[src/rtl/dmem_responder.sv]
// Fixed-latency data-memory responder: accepts one load/store at a time over
// valid/ready and returns a single-cycle response after LATENCY cycles.
module dmem_responder #(
    parameter int DEPTH_WORDS = 64,
    parameter int LATENCY     = 2
) (
    input  logic        clk,
    input  logic        reset,
    input  logic        req_valid,
    input  logic        req_write,
    input  logic [31:0] req_addr,
    input  logic [31:0] req_wdata,
    output logic        req_ready,
    output logic        resp_valid,
    output logic [31:0] resp_rdata,
    output logic        resp_err,
    output logic        busy
);
    localparam int         AW       = $clog2(DEPTH_WORDS);
    localparam logic [3:0] CNT_INIT = (LATENCY > 1) ? 4'(LATENCY - 2) : 4'd0;

    typedef enum logic [1:0] {IDLE, WAIT, RESP} state_t;

    state_t      state_q, state_d;
    logic [3:0]  cnt_q, cnt_d;
    logic        wr_q;
    logic [31:0] addr_q, wdata_q;
    logic [31:0] rdata_q;
    logic        err_q;
    logic [31:0] mem_q [DEPTH_WORDS];

    logic        accept, enter_resp;
    logic        c_write, c_err;
    logic [31:0] c_addr, c_wdata;
    logic [AW-1:0] c_idx;

    assign req_ready  = (state_q != WAIT);
    assign busy       = (state_q == WAIT);
    assign resp_valid = (state_q == RESP);
    assign resp_rdata = rdata_q;
    assign resp_err   = err_q;
    assign accept     = req_valid && req_ready;

    always_comb begin
        state_d = state_q;
        cnt_d   = cnt_q;
        unique case (state_q)
            IDLE, RESP: begin
                if (accept) begin
                    state_d = (LATENCY == 1) ? RESP : WAIT;
                    cnt_d   = CNT_INIT;
                end else begin
                    state_d = IDLE;
                end
            end
            WAIT: begin
                if (cnt_q == 4'd0) state_d = RESP;
                else               cnt_d   = cnt_q - 4'd1;
            end
            default: state_d = IDLE;
        endcase
    end

    assign enter_resp = (state_d == RESP) && !reset;

    // With LATENCY=1 the commit happens on the accept edge itself, so the
    // request has to come straight from the inputs rather than the capture regs.
    assign c_write = (LATENCY == 1) ? req_write : wr_q;
    assign c_addr  = (LATENCY == 1) ? req_addr  : addr_q;
    assign c_wdata = (LATENCY == 1) ? req_wdata : wdata_q;
    assign c_idx   = c_addr[AW+1:2];
    assign c_err   = (c_addr[1:0] != 2'b00) || (c_addr[31:AW+2] != '0);

    always_ff @(posedge clk) begin
        if (reset) begin
            state_q <= IDLE;
            cnt_q   <= 4'd0;
            wr_q    <= 1'b0;
            addr_q  <= 32'd0;
            wdata_q <= 32'd0;
            rdata_q <= 32'd0;
            err_q   <= 1'b0;
        end else begin
            state_q <= state_d;
            cnt_q   <= cnt_d;
            if (accept) begin
                wr_q    <= req_write;
                addr_q  <= req_addr;
                wdata_q <= req_wdata;
            end
            if (enter_resp) begin
                err_q   <= c_err;
                rdata_q <= (c_write || c_err) ? 32'd0 : mem_q[c_idx];
            end else begin
                err_q   <= 1'b0;
                rdata_q <= 32'd0;
            end
        end
    end

    // Array is deliberately left out of reset; committed stores survive it.
    always_ff @(posedge clk) begin
        if (enter_resp && c_write && !c_err)
            mem_q[c_idx] <= c_wdata;
    end
endmodule

[config.mk]
export PLATFORM = sky130hd
export DESIGN_NAME = dmem_responder
export DESIGN_NICKNAME = d
export VERILOG_FILES = /design/src/rtl/dmem_responder.sv
export SDC_FILE = /design/constraint.sdc
export NUM_CORES = 2
export LEC_CHECK = 0
export BUFFER_PORTS_ARGS = -buffer_cell sky130_fd_sc_hd__buf_2
export CORE_AREA = 2 2 395 358
export DETAILED_ROUTE_END_ITERATION = 7
export DIE_AREA = 0 0 397 360
export PLACE_DENSITY = 0.84
export SLEW_MARGIN = 20
export SYNTH_ARGS = -nofsm -noshare
export SYNTH_HDL_FRONTEND = slang
export SYNTH_SLANG_ARGS = --single-unit
[constraint.sdc]
create_clock -name clk -period 5.5 [get_ports clk]
set_clock_uncertainty 0.1 [all_clocks]
set_input_delay 0.825 -clock clk [delete_from_list [all_inputs] [get_ports clk]]
set_output_delay 0.825 -clock clk [all_outputs]
set_load 0.02 [all_outputs]
## After elaboration in Yosys (flattened, before gate mapping)

Memory sizes are Yosys's and may differ from the RTL's. A register that Yosys moved wholly into a read port is not among the register bits.
Index checks and enable logic that the tools add are counted.

| storage, ports and cells | value |
|---|---|
| bits in registers | 72 |
| bits in writable memories | 2048 |
| input bits | 68 |
| output and inout port bits | 36 |
| logic and storage cells | 40 |
| memories | 1 |

Memory list:

| name | words | width | rd ports | clocked after Yosys merged registers in | wr ports | line | source |
|---|---|---|---|---|---|---|---|
| mem_q | 64 | 32 | 1 | 1 | 1 | 30 | `logic [31:0] mem_q [DEPTH_WORDS];` |

| operators by class | value |
|---|---|
| add/sub/neg operators | 1 |
| eq/ne operators | 6 |
| mux-type cells | 8 |
| bitwise operators | 1 |
| reduce and logical (&&, ||, !) cells | 17 |

Operators by type and width:

| cell | number |
|---|---|
| $reduce_bool A24 Y1 | 1 |
| $mux W4 | 2 |
| $pmux W4 S2 | 1 |
| $eq A2 B2 Y1 const B | 2 |
| $logic_and A1 B1 Y1 | 4 |
| $logic_not A4 Y1 | 1 |
| $ne A2 B2 Y1 const B | 2 |
| $pmux W2 S2 | 1 |
| $reduce_bool A2 Y1 | 2 |
| $reduce_or A2 Y1 | 2 |
| $sub A4 B1 Y4 const B | 1 |
| $mux W1 | 3 |
| $reduce_and A3 Y1 | 1 |
| $reduce_or A3 Y1 | 1 |
| $eq A2 B1 Y1 const B | 1 |
| $logic_not A1 Y1 | 2 |
| $logic_not A2 Y1 | 1 |
| $logic_or A1 B1 Y1 | 2 |
| $mux W2 | 1 |
| $ne A2 B1 Y1 const B | 1 |
| $not A1 Y1 | 1 |

## Logic depth before layout (Yosys ltp)

| logic depth | value |
|---|---|
| word-level depth | 10 |
| mapped depth | 9 |
| mapped depth without buffers | 7 |

## Worst setup path after synthesis

OpenSTA, ideal clock, no wires.

| timing | value |
|---|---|
| kind | input port to flip-flop |
| from | input reset |
| to | memory mem_q[23][0] (enable) |
| library setup time | 421 ps |
| arrival time | 3461 ps |
| data required time | 4979 ps |
| slack | 1518 ps |
| stages on the path | 6 |
| buffers on the path | 2 |
| cells stage by stage | clkbuf_1 -> or3_1 -> buf_2 -> nor4_4 -> nand4_2 -> nor2_1 |

| between the ends | value |
|---|---|
| word-level cells in the longest chain between the ends | 6 |

Ends and longest elaborated chain:

| what | line | source |
|---|---|---|
| start, declared | 8 | `input logic reset,` |
| $logic_not A1 Y1 | 64 | `assign enter_resp = (state_d == RESP) && !reset;` |
| $logic_and A1 B1 Y1 | 64 |  |
| $logic_and A1 B1 Y1 (2 in a row) | 103 | `if (enter_resp && c_write && !c_err)` |
| $mux W1 | 103 |  |
| $mux W1 (implied by the code) | 104 | `mem_q[c_idx] <= c_wdata;` |
| end, declared | 30 |  |

No other way between the ends.

## Final worst setup path

| timing | value |
|---|---|
| from | register cnt_q[0] |
| to | memory mem_q[45][26] (enable) |

| between the ends | value |
|---|---|
| word-level cells in the longest chain between the ends | 9 |

Ends and longest elaborated chain:

| what | line | source |
|---|---|---|
| start, declared | 25 | `logic [3:0] cnt_q, cnt_d;` |
| start signal, assigned | 85 | `cnt_q <= cnt_d;` |
| $logic_not A4 Y1 | 57 | `if (cnt_q == 4'd0) state_d = RESP;` |
| $mux W2 | 57 |  |
| $pmux W2 S2 | 47 | `unique case (state_q)` |
| $eq A2 B2 Y1 | 64 |  |
| $logic_and A1 B1 Y1 | 64 |  |
| $logic_and A1 B1 Y1 (2 in a row) | 103 |  |
| $mux W1 | 103 |  |
| $mux W1 (implied by the code) | 104 |  |

No other way between the ends.

==> metrics.yaml <==
status: "complete, no violations"
grt_max_degree: 131
ys_ff_latch: 2152
power_frac_comb_pct: 5.4
drt_iter0_markers: 9104
synth_largest_area_cell: "edfxtp_1"
cts_resized: 0
yosysWarnings: 0
p_int_mw: 26.4
io_pins: 104
syn_avg_cell_area_sq_um: 17.7
overflow: 0
p_leak_nw: 30.0
setup_viol: 0
endpoint_kind: "flop"
dieArea_sq_um: 143000
cts_setup_buffers: 0
sw_frac_of_total_pct: 22.4
crit_cells: 7
wl_per_cell_um: 32.9
grt_pass1_wl_um: 318000
reg2reg_depth: 7
cpPeakStageDelay_ps: 1180
clock_sinks: 2152
die_h_um: 360
die_w_um: 397
synth_most_common_cell: "edfxtp_1"
ys_types: 68
crit_fanout: 32
numCtsBuffers: 192
first_pass_iters: 7
report.power.total_mw: 34.1
syn2layout_area_growth_pct: 12.3
ys_seq_area_share_pct: 77.0
cp-start-kind: "flop"
critical_path_class: "reg2reg"
clk_pin_slew_ps: 60
viasPerCell: 7.00
min_path_cells: 3
crit_path_top_delay_cell: "nor2_4"
worst-path-buf-inv: 1
grt_use_total_pct: 30.8
synth_nets: 4738
maxCapViolCount: 0
synthFlopType: "edfxtp_1"
max_slew.worst_pin.slew_ps: 1140
synthArstFlopShare_pct: 0
power_frac_clock_pct: 41.2
regArea_sq_um: 63600
cts-root-buf: "clkbuf_16"
final_antenna_net_count: 0
power_density_nw_per_um2: 367
finalSetupTns_ps: 0
drive_gt1_share_pct: 15.4
synthTopCellsByCount: "2,048 x edfxtp_1, 622 x mux2i_1, 159 x a21oi_1"
dp_cells: 6443
irDropWorstVdd_mv: 0.318
antenna_found_initial: 9
synth_area_leaders: "edfxtp_1 74%, mux2i_1 7.5%, mux4_2 2.6%, dfxtp_1 2.5%, a22oi_1 1.2%"
num_rows: 130
cts_tree: "done"
synth.top_cell.area_share_pct: 74.4
clockBufferDepth: 3
finalMaxSlewViolations: 0
fin_crit_sh_pct: 82.8
max_slew_margin_pct: 23.9
fin_cells: 6818
power_switching_mw: 7.63
n_fill_cell: 8142
dp_hpwl_um: 122000
fin_nets: 4871
vias: 47700
fin_crit_ps: 4550
gp_congestion: 0.974
initial_core_util_pct: 59.5
cp_data_arrival_time_ps: 4870
cts_hold_buffers: 0
multi_input_area_sq_um: 18200
cpLargestDelayFamily: "simple AND/OR/NAND/NOR gates"
hold_class: "in2reg"
totalWireLength_um: 225000
path_cells: "inv_1 -> ha_1 -> or3b_1 -> or3_1 -> nor4_4 -> nand4_2 -> nor2_4"
hold_viol: 0
seq_power_share_pct: 53.4
insertion_delay_ps: 880
grt_pass1_vias: 45700
synth_edf_count: 2048
critPathRequiredTime_ps: 5820
grt_setup_unrepaired: "false"
portBuffers: 103
synth_area_sq_um: 82600
drc_errors: 0
coreArea_sq_um: 139000
syn_inst: 4668
fmax_ghz: 0.220
cts.htree.levels: 4
## worst paths after layout
| path | from | end | slack [ps] |
|---|---|---|---|
| worst min-delay path | req_wdata[22] | c_wdata[22] | 100 |
| worst max register to register | cnt_q[0] | mem_q[45][26] | 950 |
| worst max-delay path | cnt_q[0] | mem_q[45][26] | 950 |
| worst min register to register | c_wdata[15] | c_wdata[15] | 350 |
## through the flow
step / hold WS (ps) / util (%) / area [sq um] / setup slack (ps)
2_1_floorplan: 336 / - / 82600 / 1520
3_3_place_gp: 340 / 61.9 / 85900 / 1090
3_5_place_dp: 344 / 61.9 / 85900 / 995
4_1_cts: 76.8 / 66.6 / 92500 / 995
5_1_grt: 101 / 66.9 / 92800 / 838
6_report: 95.4 / 66.9 / 92800 / 945
## power groups by stage
stage / logic [mW] / registers [mW] / clock network (mW)
floorplan: 1.01 / 18.5 / 0
global placement: 1.69 / 18.5 / 0
detailed placement: 1.74 / 18.5 / 0
CTS: 1.77 / 18.2 / 14.0
global route: 1.89 / 18.2 / 14.6
finish: 1.85 / 18.2 / 14.0
## final cells by class
cell class              count  area share [%]
diodes                      2         0.00540
clock buffers             224            5.40
clock inverters           137            1.68
inverters                   8          0.0324
multi-input cells        2200            19.7
flip-flops and latches   2152            68.6
well taps                1848            2.49
repair buffers            247            2.13
## worst register-to-register path, stage by stage, from the launching register on
cell	delay, ps
dfxtp_1	330
inv_1	100
ha_1	160
or3b_1	390
or3_1	570
nor4_4	470
nand4_2	790
nor2_4	1180
## cell usage in the layout (no fill, tap or decap), types with 69 or more instances in the layout
cell type,instances
mux4_2,94
a22o_1,87
mux2i_1,622
a22oi_1,132
a21oi_1,159
o22ai_1,150
nand2_1,146
buf_2,103
clkbuf_16,194
edfxtp_1,2048
nor2_1,73
o21ai_0,95
dfxtp_1,69
buf_4,117
## layer usage
| layer | up-vias | track usage, % | share of wire [%] |
|---|---|---|---|
| li1 | 19100 | - | - |
| met1 | 23600 | 42.6 | 34 |
| met2 | 4386 | 44.6 | 44 |
| met3 | 649 | 11.4 | 17 |
| met4 | 8 | 12.7 | 4.8 |
| met5 | - | 0 | 0.030 |
## registers in the layout (all words and copies together) (netlist names)
| register | flops |
|---|---|
| c_wdata | 32 |
| cnt_q | 4 |
| c_write | 1 |
| mem_q | 2048 |
| resp_err | 1 |
| addr_q | 32 |
| resp_rdata | 32 |
| state_q | 2 |
## logic make-up (layout without fill, tap and decap cells)
| logic type | count (synthesis) | in the layout | synth area share, % |
|---|---|---|---|
| compound gates | 937 | 937 | 7.86 |
| buf+inv | 316 | 616 | 1.70 |
| xor+xnor | 2 | 2 | 0.0212 |
| fa+ha+maj | 2 | 2 | 0.0303 |
| simple gates | 539 | 539 | 3.27 |
| other cells | 0 | 2 | 0 |
| flops | 2152 | 2152 | 77.0 |
| mux | 720 | 720 | 10.2 |
Note: power is estimated with default switching activity, not from simulation.
